[src/rtl/airi5c_lzc_norm_seq.sv]
// Multi-cycle 64-bit mantissa normalizer. One shared 32-bit leading-zero counter scans the upper
// then the lower word, and the left shift is clamped to a caller limit so denormals can be formed.

module airi5c_leading_zero_counter_32 (
  input  logic [31:0] in,
  output logic [4:0]  y,
  output logic        a
);
  always_comb begin
    y = 5'd0;
    // The highest set bit is visited last, so it decides the count.
    for (int i = 0; i < 32; i++) begin
      if (in[i]) y = 5'(31 - i);
    end
  end

  assign a = ~|in;
endmodule

// state | meaning
// IDLE  | waiting for an operand
// HI    | counting leading zeros of the upper word
// LO    | upper word was zero, counting the lower word
// SHIFT | applying the clamped left shift
// DONE  | result presented, waiting for out_ready
module airi5c_lzc_norm_seq #(
  parameter bit FAST_ZERO_SHIFT = 1'b1
) (
  input  logic        clk,
  input  logic        n_reset,
  input  logic        kill,
  input  logic        in_valid,
  output logic        in_ready,
  input  logic [63:0] in_data,
  input  logic [6:0]  in_max_shift,
  output logic        out_valid,
  input  logic        out_ready,
  output logic [63:0] out_data,
  output logic [6:0]  out_shamt,
  output logic        out_zero,
  output logic        out_sat,
  output logic        busy
);
  typedef enum logic [2:0] {S_IDLE, S_HI, S_LO, S_SHIFT, S_DONE} state_t;

  state_t      state_q, state_d;
  logic [63:0] op_q, op_d;
  logic [6:0]  lim_q, lim_d;
  logic [6:0]  cnt_q, cnt_d;
  logic        out_valid_q, out_valid_d;
  logic [63:0] out_data_q, out_data_d;
  logic [6:0]  out_shamt_q, out_shamt_d;
  logic        out_zero_q, out_zero_d;
  logic        out_sat_q, out_sat_d;

  logic [31:0] lzc_in;
  logic [4:0]  lzc_y;
  logic        lzc_a;
  logic [6:0]  lz;
  logic [6:0]  clamp_shamt;
  logic        clamp_sat;

  assign lzc_in = (state_q == S_HI) ? op_q[63:32] : op_q[31:0];

  airi5c_leading_zero_counter_32 u_lzc (
    .in (lzc_in),
    .y  (lzc_y),
    .a  (lzc_a)
  );

  assign lz          = (state_q == S_HI) ? {2'b00, lzc_y} : 7'd32 + {2'b00, lzc_y};
  assign clamp_sat   = lz > lim_q;
  assign clamp_shamt = clamp_sat ? lim_q : lz;

  assign in_ready = !kill && ((state_q == S_IDLE) || ((state_q == S_DONE) && out_ready));

  always_comb begin
    state_d     = state_q;
    op_d        = op_q;
    lim_d       = lim_q;
    cnt_d       = cnt_q;
    out_valid_d = out_valid_q;
    out_data_d  = out_data_q;
    out_shamt_d = out_shamt_q;
    out_zero_d  = out_zero_q;
    out_sat_d   = out_sat_q;

    if (kill) begin
      state_d     = S_IDLE;
      out_valid_d = 1'b0;
      out_data_d  = 64'd0;
      out_shamt_d = 7'd0;
      out_zero_d  = 1'b0;
      out_sat_d   = 1'b0;
    end else begin
      case (state_q)
        S_IDLE: begin
          if (in_valid) begin
            op_d    = in_data;
            lim_d   = in_max_shift;
            state_d = S_HI;
          end
        end
        S_HI, S_LO: begin
          if (!lzc_a) begin
            cnt_d       = clamp_shamt;
            out_shamt_d = clamp_shamt;
            out_sat_d   = clamp_sat;
            out_zero_d  = 1'b0;
            if (FAST_ZERO_SHIFT && (clamp_shamt == 7'd0)) begin
              out_data_d  = op_q;
              out_valid_d = 1'b1;
              state_d     = S_DONE;
            end else begin
              state_d = S_SHIFT;
            end
          end else if (state_q == S_HI) begin
            state_d = S_LO;
          end else begin
            // Zero operand reports the full width and is never flagged as clamped.
            out_data_d  = 64'd0;
            out_shamt_d = 7'd64;
            out_zero_d  = 1'b1;
            out_sat_d   = 1'b0;
            out_valid_d = 1'b1;
            state_d     = S_DONE;
          end
        end
        S_SHIFT: begin
          out_data_d  = op_q << cnt_q;
          out_valid_d = 1'b1;
          state_d     = S_DONE;
        end
        S_DONE: begin
          if (out_ready) begin
            out_valid_d = 1'b0;
            if (in_valid) begin
              op_d    = in_data;
              lim_d   = in_max_shift;
              state_d = S_HI;
            end else begin
              state_d = S_IDLE;
            end
          end
        end
        default: state_d = S_IDLE;
      endcase
    end
  end

  always_ff @(posedge clk or negedge n_reset) begin
    if (!n_reset) begin
      state_q     <= S_IDLE;
      op_q        <= 64'd0;
      lim_q       <= 7'd0;
      cnt_q       <= 7'd0;
      out_valid_q <= 1'b0;
      out_data_q  <= 64'd0;
      out_shamt_q <= 7'd0;
      out_zero_q  <= 1'b0;
      out_sat_q   <= 1'b0;
    end else begin
      state_q     <= state_d;
      op_q        <= op_d;
      lim_q       <= lim_d;
      cnt_q       <= cnt_d;
      out_valid_q <= out_valid_d;
      out_data_q  <= out_data_d;
      out_shamt_q <= out_shamt_d;
      out_zero_q  <= out_zero_d;
      out_sat_q   <= out_sat_d;
    end
  end

  assign out_valid = out_valid_q;
  assign out_data  = out_data_q;
  assign out_shamt = out_shamt_q;
  assign out_zero  = out_zero_q;
  assign out_sat   = out_sat_q;
  assign busy      = (state_q != S_IDLE);
endmodule
[config.mk]
export PLATFORM = sky130hd
export DESIGN_NAME = airi5c_lzc_norm_seq
export DESIGN_NICKNAME = d
export VERILOG_FILES = /design/src/rtl/airi5c_lzc_norm_seq.sv
export SDC_FILE = /design/constraint.sdc
export NUM_CORES = 1
export LEC_CHECK = 0
export ABC_CLOCK_PERIOD_IN_PS = 5300
export BUFFER_PORTS_ARGS = -buffer_cell sky130_fd_sc_hd__buf_2
export CORE_UTILIZATION = 45
export DETAILED_ROUTE_END_ITERATION = 8
export PLACE_DENSITY = 0.67
export SETUP_SLACK_MARGIN = 0.05
export SLEW_MARGIN = 20
export SYNTH_ARGS = -nofsm -noshare
export SYNTH_HDL_FRONTEND = slang
export SYNTH_SLANG_ARGS = --single-unit
[constraint.sdc]
create_clock -name clk -period 5.3 [get_ports clk]
set_input_delay 1.06 -clock clk [delete_from_list [all_inputs] [get_ports clk]]
set_output_delay 1.06 -clock clk [all_outputs]
set_load 0.02 [all_outputs]
==> key figures, run 1 <==
Yosys
  – Gate count after technology mapping: 1247
  – #FFs+latches synth: 155
  – YS warnings: 0
  – Syn nets: approximately 1300
  – Async SR Flop Fraction: between 90% and 100%
  – Mapped cell area: ~11000 um^2
  – Dominant synthesized flop cell: dfrtp_1
  – Count of cell types in the netlist: 68
  – Post-synth EDFFs: 0
  – Sequential area share after synthesis: approximately 34%
  – Avg Synthesized Cell Area: approximately 9 um^2

Worst setup path
  – Worst EP arrival: 5250 ps
  – Worst R2R Setup Slack: about 380 ps
  – CP max FO: around 110
  – CP Capture Type: register
  – Path depth of the worst reg2reg path: 17
  – Crit path cell chain: nor3b_4 > inv_2 > nand2b_1 > a311oi_1 > a31oi_1 > nor2_1 > ha_1 > nand2b_1 > a21oi_1 > nor4_1 > or4_1 > nor3_1 > a31oi_2 > o31ai_4 > buf_12 > nor2_1 > a211oi_1
  – Family with the most delay on the worst path: simple AND/OR/NAND/NOR gates
  – Worst r2r src: state_q[1]
  – Setup crit start kind: register
  – R2r endpoint: out_data[17]
  – CP peak stage delay: ~700 ps
  – CP bufs+invs: 2
  – Slowest CP cell: or4_1
  – Crit path kind: register to register
  – Req. time, crit path: between 5000 and 6000 ps

Die
  – Die Y-Extent: around 160 um
  – Initial Utilization: 46.06%
  – Die ar.: roughly 26000 um^2
  – Std cell rows: 57
  – Horiz. Die Dim: 160.2 um
  – Core Box Area: about 24000 um^2
  – Io pins: around 150

Clocking
  – Worst-Skew Late Latency: between 400 and 500 ps
  – H-tree levels: 4
  – CTS Buffer Depth: 2
  – Hold-fix buffers, CTS: 0
  – Clock-pin slew on the worst setup and hold paths: approximately 70 ps
  – Gates resized, CTS repair: 0
  – Total CTS buffers: 17
  – Setup bufs post-CTS: 0
  – CTS Root Cell: clkbuf_16
  – CTS Sinks: ~160
  – CTS tree: built

Placement
  – DP HPWL: between 30 and 40 mm
  – Post-place setup slack: 394.1 ps
  – RePlAce Congestion: between 1 and 1.5
  – I/O Buffers: about 150

Route
  – Vias/cell: roughly 6.5
  – DR pass1 iterations: 6
  – DRC Markers: 0
  – Routed WL: 41.34 mm
  – Final ANT Viol Nets: 0
  – Total number of vias: ~11000
  – Initial DRC count: roughly 1300
  – Drt wl/cell: between 20 and 25 um

Hold path
  – Hold Path Stages: 2
  – Min-Delay Path Class: register to register
  – Hold Path End: out_shamt[1]
  – Worst Hold Launch: out_shamt[1]

STA
  – Worst Max-Slew Pin Slew: approximately 1100 ps
  – Unrepaired setup endpoints after global routing: no
  – Final hold viol count: 0
  – Tcrit/Tclk final: approximately 93%
  – Clock period minus worst slack: slightly below 5000 ps
  – Max Freq: about 200 MHz
  – Setup-failing EPs final: 0
  – Slew headroom: between 20 and 30%
  – Worst setup margin: approximately 380 ps
  – Setup_tns: 0 ps
  – Final Max Slew Viols: 0
  – Final Skew: 9.864 ps

Final layout
  – Layout cell share with drive strength beyond 1: between 20% and 30%
  – # diodes: 0
  – Area Overhead vs Synth: 14.03%
  – Layout net count: roughly 1400
  – Most common cell after layout, fill and taps aside: dfrtp_1
  – Layout Utilization: a little over half
  – Most frequent cells in the layout: dfrtp_1 (151), buf_2 (150), nor2_1 (140)
  – Fillcell total: about 2300

Power and ir drop
  – Leakage: around 5.5 nW
  – Total power: roughly 10 mW
  – Pwr dens: 809.3 nW/um^2
  – Maximum VDD drop: 0.0003314 V

Global route
  – Grt total ovfl: 0
  – Vias in the first global route: approximately 10000
  – Initial antenna violation count: 0
  – Gr usage total: 32.11%
  – Largest net degree at the start of global routing: 110
  – First-pass GRT wire length: just over 60 mm

Status
  – Outcome: completed

Flow run
  – Max-Cap Viols: 0
-- final cells by class --
cell class,instances,area (um^2),share of cell area [%]
inverter,28,105.1,0.8179
timing repair buffer,180,1005,7.819
sequential,155,3884,30.22
clock buffer,17,425.4,3.311
tap,324,405.4,3.155
clock inverter,15,200.2,1.558
multi-input combinational,952,6825,53.12
-- worst max path at each step --
stage / start / end / slack, ps / depth (start not counted)
3_3_place_gp: state_q[1] / out_data[58] / 480 / 17
2_1_floorplan: state_q[2] / out_data[1] / 1180 / 20
6_report: state_q[1] / out_data[17] / 380 / 17
5_1_grt: op_q[1] / out_data[50] / 110 / 16
3_5_place_dp: state_q[1] / out_data[17] / 390 / 17
4_1_cts: state_q[1] / out_data[17] / 370 / 17
-- metal layers --
layer	up-vias	global-route usage (%)	routed length, um	part of all wire [%]
met2	614	47.11	17800	43
met5	-	0	0	0
li1	4863	-	-	-
met4	0	12.08	1469	3.6
met1	5217	47.43	18500	45
met3	84	4.779	3573	8.6
-- stage by stage --
step | hold slack, ps | cells | area, um^2
4_1_cts | 479.6 | 1671 | 12830
3_3_place_gp | 458.5 | 1639 | 12210
6_report | 472.6 | 1671 | 12850
2_1_floorplan | 479.4 | 1247 | 11270
3_5_place_dp | 462.9 | 1639 | 12210
5_1_grt | 501.6 | 1671 | 12850
-- Yosys cell counts (6+ instances only) --
cell	number	area [um^2]
o21ai_0	72	360.4
or4_1	6	45.04
mux2_2	124	1396
mux4_2	10	225.2
a21oi_1	69	345.3
o31ai_1	9	67.56
ha_1	6	75.07
nand2b_1	9	56.30
nand2_1	95	356.6
nor4_1	27	168.9
mux2i_1	92	920.9
dfrtp_1	155	3879
o22ai_1	37	231.5
nand3_1	9	45.04
mux2_4	7	105.1
a21o_1	11	82.58
nor3_1	15	75.07
inv_1	27	101.4
buf_1	17	63.81
a211oi_1	65	488.0
clkbuf_1	68	255.2
nor2_1	140	525.5
nor2b_1	13	81.33
a22oi_1	28	210.2
o221ai_1	7	61.31
buf_2	19	95.09
a221oi_1	23	201.4
-- flip-flops by register name (all words and copies together), names as in the netlist, 3 cells and up --
name,flops
cnt_q,7
lim_q,7
op_q,64
out_data,64
out_shamt,7
state_q,3
-- power breakdown --
part	internal, mW	total (mW)	switching (mW)	leakage [nW]
Combinational	2.45	6.36	3.91	3.22
Sequential	1.69	2.73	1.04	1.97
Clock	0.721	1.31	0.590	0.295
-- cell families after synthesis --
logic type               share of synthesized area, %
XOR/XNOR                                      0.07774
adder cells (fa/ha/maj)                        0.6662
flip-flops                                      34.42
buffers and inverters                           5.307
multiplexers                                    23.50
AND/OR/NAND/NOR                                 13.79
AO/OA/AOI/OAI                                   22.24
-- worst reg2reg max path, cell delays in order, from the launching register on --
cell,delay (ps)
dfrtp_1,630
nor3b_4,90
inv_2,340
nand2b_1,150
a311oi_1,600
a31oi_1,130
nor2_1,190
ha_1,170
nand2b_1,60
a21oi_1,120
nor4_1,70
or4_1,700
nor3_1,320
a31oi_2,110
o31ai_4,320
buf_12,360
nor2_1,200
a211oi_1,270
No activity file was read; power rests on OpenSTA's default activity.
==> run 2: changes to the inputs <==
--- a/config.mk
+++ b/config.mk
@@ -7,9 +7,11 @@
 export LEC_CHECK = 0
 export ABC_CLOCK_PERIOD_IN_PS = 5300
 export BUFFER_PORTS_ARGS = -buffer_cell sky130_fd_sc_hd__buf_2
+export CELL_PAD_IN_SITES_DETAIL_PLACEMENT = 1
+export CELL_PAD_IN_SITES_GLOBAL_PLACEMENT = 1
 export CORE_UTILIZATION = 45
 export DETAILED_ROUTE_END_ITERATION = 8
-export PLACE_DENSITY = 0.67
+export PLACE_DENSITY = 0.83
 export SETUP_SLACK_MARGIN = 0.05
 export SLEW_MARGIN = 20
 export SYNTH_ARGS = -nofsm -noshare
==> run 2 against run 1 <==
- hold slack improved by 7.6 ps
- die area is the same
- sequential power is 2% higher
- sequential share of layout area increased by 0.10 points
- clock-buffer cell count unchanged
- global-route usage increased by 2.8 points
- first-iteration DRC count is 10% lower
- combinational power grew 2%
- largest power group unchanged
==> key figures, run 2 (same netlist as run 1, synthesis figures left out) <==
Status
  – Outcome: completed

Power and ir drop
  – Net Sw Power: 5.737 mW (+3.6%)
  – Sw frac: 54.60% (+1.3 points)
  – Sequential power share: 26.6% (+0.4 points)
  – Total power: 10.51 mW (+1.0%)
  – Pwr dens: 820.4 nW/um^2 (+1.4%)
  – Clk pwr share: 11.9% (-0.7 points)
  – Int Power: 4.770 mW (-1.9%)
  – Power share of the combinational group: 61.5% (+0.4 points)
  – Leakage: 5.483 nW (about the same)
  – Maximum VDD drop: 0.0003810 V (+15%)

STA
  – Tcrit/Tclk final: 93.28% (+0.44 points)
  – Final Skew: 13.79 ps (+3.925 ps)
  – Unrepaired setup endpoints after global routing: no
  – Hold Slack: 480.2 ps (+7.594 ps)
  – Setup_tns: 0 ps (unchanged)
  – Setup-failing EPs final: 0 (unchanged)
  – Worst Max-Slew Pin Slew: 1138 ps (+49.12 ps)
  – Clock period minus worst slack: 4944 ps (+23.33 ps)
  – Slew headroom: 23.74% (-3.3 points)
  – Worst setup margin: 356.3 ps (-23.33 ps)
  – Final hold viol count: 0 (unchanged)
  – Max Freq: 202.3 MHz (-0.47%)
  – Final Max Slew Viols: 0 (unchanged)

Route
  – Final ANT Viol Nets: 0 (unchanged)
  – Routed WL: 44.69 mm (+8.1%)
  – DRC Markers: 0 (unchanged)
  – DR pass1 iterations: 7 (+1)
  – Initial DRC count: 1144 (-10%)
  – Total number of vias: 11076 (+2.8%)
  – Met3 wire length: 3.849 mm (+7.7%)
  – Met2 WL: 20.19 mm (+13%)
  – Drt wl/cell: 26.71 um (+8.0%)
  – Top sig layer: met4
  – Vias/cell: 6.620 (+2.6%)
  – WL met1: 19.09 mm (+3.2%)

Clocking
  – CTS Root Cell: clkbuf_16
  – Clock-pin slew on the worst setup and hold paths: 70 ps (about the same)
  – Total CTS buffers: 17 (unchanged)
  – H-tree levels: 4 (unchanged)
  – CTS Sinks: 155 (unchanged)
  – CTS tree: built
  – CTS Buffer Depth: 2 (unchanged)
  – Worst-Skew Late Latency: 450 ps (about the same)

Worst setup path
  – Critical Path Start: state_q[1]
  – Critical path depth: 18 (+1)
  – Crit path kind: register to register
  – CP peak stage delay: 710 ps (about the same)
  – R2r endpoint: out_data[61]
  – Req. time, crit path: 5640 ps (about the same)
  – Worst EP arrival: 5280 ps (+30 ps)
  – Worst r2r src: state_q[1]
  – Setup crit start kind: register
  – CP Capture Type: register
  – Family with the most delay on the worst path: simple AND/OR/NAND/NOR gates
  – Crit path cell chain: nor3b_4 > buf_4 > nor3_1 > a22o_1 > a221oi_1 > nor2_1 > ha_1 > nand2b_1 > a21oi_1 > nor4_1 > or4_1 > nor3_1 > a31oi_2 > o31ai_4 > buf_4 > buf_6 > a21oi_1 > o22a_1
  – CP max FO: 54 (-50%)
  – Slowest CP cell: or4_1
  – Worst R2R Setup Slack: 360 ps (-20 ps)
  – Path depth of the worst reg2reg path: 18 (+1)
  – CP bufs+invs: 3 (+1)

Die
  – Core Box Area: 24460 um^2 (unchanged)
  – Initial Utilization: 46.06% (unchanged)
  – Die Y-Extent: 160.2 um (unchanged)
  – Std cell rows: 57 (unchanged)
  – Horiz. Die Dim: 160.2 um (unchanged)
  – Die ar.: 25680 um^2 (unchanged)
  – Io pins: 152 (unchanged)

Hold path
  – Hold Path End: out_shamt[1]
  – Min-Delay Path Class: register to register
  – Hold Path Stages: 2 (unchanged)
  – Worst Hold Launch: out_shamt[1]

Flow run
  – Max-Cap Viols: 0 (unchanged)

Placement
  – DP HPWL: 33.12 mm (+6.3%)
  – I/O Buffers: 151 (unchanged)
  – RePlAce Congestion: 1.008 (-1.6%)
  – Post-place setup slack: 298.8 ps (-95.32 ps)

Final layout
  – # diodes: 0 (unchanged)
  – Layout net count: 1418 (+0.14%)
  – Most frequent cells in the layout: dfrtp_1 (151), buf_2 (151), nor2_1 (139)
  – Area Overhead vs Synth: 13.66%
  – Layout cell share with drive strength beyond 1: 28.02% (+0.11 points)

Global route
  – Largest net degree at the start of global routing: 110 (unchanged)
  – Initial antenna violation count: 1 (+1)
  – Vias in the first global route: 11000 (+9.8%)
  – Gr usage total: 34.90% (+2.8 points)
  – First-pass GRT wire length: 67.97 mm (+9.0%)
  – Grt total ovfl: 0 (unchanged)
## run 2: metal layers
| metal | global-route usage (%) | vias up |
|---|---|---|
| met1 | 48.27 | 5499 |
| met3 | 6.286 | 102 |
| met2 | 54.17 | 614 |
| met5 | 0 | - |
| met4 | 13.42 | 0 |
| li1 | - | 4861 |
## run 2: repair_timing
action                                  in CTS  in global routing
hold buffers                                 0                  0
setup buffers                                0                  2
resized for setup                            0                  2
endpoints found under the setup margin       0                 10
## run 2: layout make-up
class                           count  area, um^2
Sequential cell                   155        3884
Timing Repair Buffer              182        1026
Inverter                           28       105.1
Fill cell                        2864       11650
Clock inverter                     15       151.4
Clock buffer                       17       425.4
Tap cell                          324       405.4
Multi-Input combinational cell    952        6810
## run 2: power groups by stage
stage	clock [mW]	combinational [mW]	sequential [mW]
finish	1.25	6.46	2.79
global route	1.31	6.83	2.83
CTS	1.26	6.23	2.71
detailed placement	0	6.17	2.74
global placement	0	6.07	2.70
floorplan	0	4.27	2.39
## run 2: how the worst max path moves through the flow
stage                               to  slack, ps
final                     out_data[61]        360
after global routing      out_data[61]         90
after CTS                  out_data[0]        270
after detailed placement   out_data[0]        300
after global placement     out_data[0]        410
after floorplan            out_data[1]       1180
## run 2: worst reg2reg max path: cells and delay by family, from the launching register on
family,cells,cell delay [ps]
simple gates,7,1650
flops,1,540
buf+inv,3,830
fa+ha+maj,1,320
compound gates,7,1490
## run 2: through the flow
step / util [%] / area, um^2 / instances
3_3_place_gp: 49.84 / 12190 / 1637
6_report: 52.36 / 12810 / 1673
3_5_place_dp: 49.84 / 12190 / 1637
5_1_grt: 52.36 / 12810 / 1673
4_1_cts: 52.20 / 12770 / 1669
2_1_floorplan: - / 11270 / 1247
==> run 3: changes to the inputs <==
--- a/config.mk
+++ b/config.mk
@@ -9,6 +9,7 @@
 export BUFFER_PORTS_ARGS = -buffer_cell sky130_fd_sc_hd__buf_2
 export CELL_PAD_IN_SITES_DETAIL_PLACEMENT = 1
 export CELL_PAD_IN_SITES_GLOBAL_PLACEMENT = 1
+export CORE_ASPECT_RATIO = 1.75
 export CORE_UTILIZATION = 45
 export DETAILED_ROUTE_END_ITERATION = 8
 export PLACE_DENSITY = 0.83
==> run 3 against run 2 <==
- fmax shrank 1.7%
- sequential power down 2%
- clock-buffer cell count grew 6
- design area increased by 1.2%
- via count up 1.6%
- hold slack hardly changed
- clock power barely moved
- total power grew 4.1%
- critical path type unchanged
- largest cell class unchanged
==> key figures, run 3 (same netlist as run 1, synthesis figures left out) <==
Worst setup path
  – CP Capture Type: register
  – Crit path cell chain: nor4_2 > nand3_1 > a2bb2oi_1 > nor2b_1 > ha_1 > nand2_1 > nor2_1 > or4_1 > nor3_1 > a31oi_2 > o31ai_4 > buf_12 > nor2_1 > a211oi_1
  – Critical path depth: 14 (-4)
  – Worst EP arrival: 5390 ps (+110 ps)
  – Critical Path Start: op_q[31]
  – CP peak stage delay: 680 ps (-30 ps)
  – CP bufs+invs: 1 (-2)
  – CP max FO: 109 (+100%)
  – Setup crit start kind: register
  – Worst R2R Setup Slack: 270 ps (-90 ps)
  – Worst setup path endpoint: out_data[11]
  – Cell mode on critical path: nor2_1
  – R2r endpoint: out_data[11]
  – Path depth of the worst reg2reg path: 14 (-4)
  – Slowest CP cell: or4_1
  – Req. time, crit path: 5660 ps (+20 ps)
  – Crit path kind: register to register
  – Worst r2r src: op_q[31]
  – Family with the most delay on the worst path: simple AND/OR/NAND/NOR gates

STA
  – Slew headroom: 15.07% (-8.7 points)
  – Max Freq: 198.8 MHz (-1.7%)
  – Unrepaired setup endpoints after global routing: no
  – Final Max Slew Viols: 0 (unchanged)
  – Setup-failing EPs final: 0 (unchanged)
  – Final hold viol count: 0 (unchanged)
  – Final Skew: 9.928 ps (-3.861 ps)
  – Clock period minus worst slack: 5031 ps (+87.46 ps)
  – Tcrit/Tclk final: 94.93% (+1.7 points)
  – Setup_tns: 0 ps (unchanged)
  – Worst Max-Slew Pin Slew: 1261 ps (+123.0 ps)

Final layout
  – Most common cell after layout, fill and taps aside: dfrtp_1
  – Area of the multi-input gates: 6828 um^2 (+0.26%)
  – Sequential Area: 3884 um^2 (unchanged)
  – Layout cell share with drive strength beyond 1: 28.92% (+0.90 points)
  – Layout net count: 1435 (+1.2%)
  – Final instance area: 12970 um^2 (+1.2%)
  – Area Overhead vs Synth: 15.07%
  – # diodes: 0 (unchanged)
  – Most frequent cells in the layout: dfrtp_1 (151), buf_2 (150), nor2_1 (139)
  – Fillcell total: 2864 (unchanged)

Clocking
  – CTS tree: built
  – CTS Sinks: 155 (unchanged)
  – CTS Buffer Depth: 2 (unchanged)
  – Clock-pin slew on the worst setup and hold paths: 60 ps (about the same)
  – Hold-fix buffers, CTS: 0 (unchanged)
  – Worst-Skew Late Latency: 470 ps (+20 ps)
  – CTS Root Cell: clkbuf_16
  – H-tree levels: 4 (unchanged)
  – Total CTS buffers: 17 (unchanged)

Route
  – DRC Markers: 0 (unchanged)
  – Final ANT Viol Nets: 0 (unchanged)
  – Routed WL: 49.84 mm (+12%)
  – Vias/cell: 6.704 (+1.3%)
  – DR pass1 iterations: 6 (-1)
  – Drt wl/cell: 29.70 um (+11%)
  – Total number of vias: 11250 (+1.6%)
  – Initial DRC count: 941 (-18%)

Global route
  – Initial antenna violation count: 1 (unchanged)
  – Vias in the first global route: 11946 (+8.6%)
  – Grt total ovfl: 0 (unchanged)
  – First-pass GRT wire length: 75.15 mm (+11%)
  – Largest net degree at the start of global routing: 110 (unchanged)
  – Gr usage total: 40.55% (+5.7 points)

Placement
  – RePlAce Congestion: 1.051 (+4.3%)
  – I/O Buffers: 151 (unchanged)
  – DP HPWL: 37.98 mm (+15%)
  – Area after DPL: 12350 um^2 (+1.3%)

Die
  – Die ar.: 25700 um^2 (+0.10%)
  – Initial Utilization: 45.75% (-0.31 points)
  – Core Box Area: 24630 um^2 (+0.68%)
  – Std cell rows: 76 (+33%)
  – Die Y-Extent: 211.3 um (+32%)
  – Horiz. Die Dim: 121.6 um (-24%)
  – Io pins: 152 (unchanged)

Flow run
  – Max-Cap Viols: 0 (unchanged)

Power and ir drop
  – Maximum VDD drop: 0.0004275 V (+12%)
  – Leakage: 5.559 nW (+1.4%)
  – Total power: 10.94 mW (+4.1%)
  – Pwr dens: 843.7 nW/um^2 (+2.8%)

Hold path
  – Min-Delay Path Class: register to register

Status
  – Outcome: completed
## run 3: area by class of cell
class                   instances  area share [%]
multi-input cells             952           52.66
inverters                      28          0.8106
flip-flops and latches        155           29.95
repair buffers                199           8.945
clock buffers                  23           3.763
well taps                     312           3.011
clock inverters                 9          0.8588
## run 3: per-stage QoR
stage | util, % | instances | hold WS (ps) | worst slack [ps]
2_1_floorplan | - | 1247 | 479.4 | 1182
3_3_place_gp | 50.13 | 1646 | 462.9 | 521.9
3_5_place_dp | 50.13 | 1646 | 466.2 | 307.8
4_1_cts | 52.57 | 1678 | 483.4 | 195.6
5_1_grt | 52.65 | 1678 | 507.1 | 41.75
6_report | 52.65 | 1678 | 480.4 | 268.8
## run 3: what timing repair did
action | in CTS | in global routing
gates resized for setup | 0 | 3
buffers inserted | 0 | 0
setup endpoints to repair | 0 | 27
## run 3: metal layers
layer | part of all wire [%] | vias to the layer above | GRT usage [%]
li1 | - | 4892 | -
met1 | 34 | 5582 | 42.17
met2 | 50 | 548 | 68.46
met3 | 5.7 | 226 | 7.166
met4 | 10 | 2 | 37.25
met5 | 0.026 | - | 0
## run 3: power breakdown
group          switching, mW  internal [mW]
sequential              1.05           1.69
clock                  0.526          0.742
combinational           4.38           2.56
total                   5.95           4.99
## run 3: worst min path at each step
stage / start / end / depth (start not counted)
floorplan: lim_q[1] / lim_q[1] / 1
global placement: out_shamt[2] / out_shamt[2] / 1
detailed placement: out_shamt[2] / out_shamt[2] / 1
CTS: out_shamt[4] / out_shamt[4] / 1
global route: out_shamt[5] / out_shamt[5] / 1
finish: out_shamt[4] / out_shamt[4] / 1
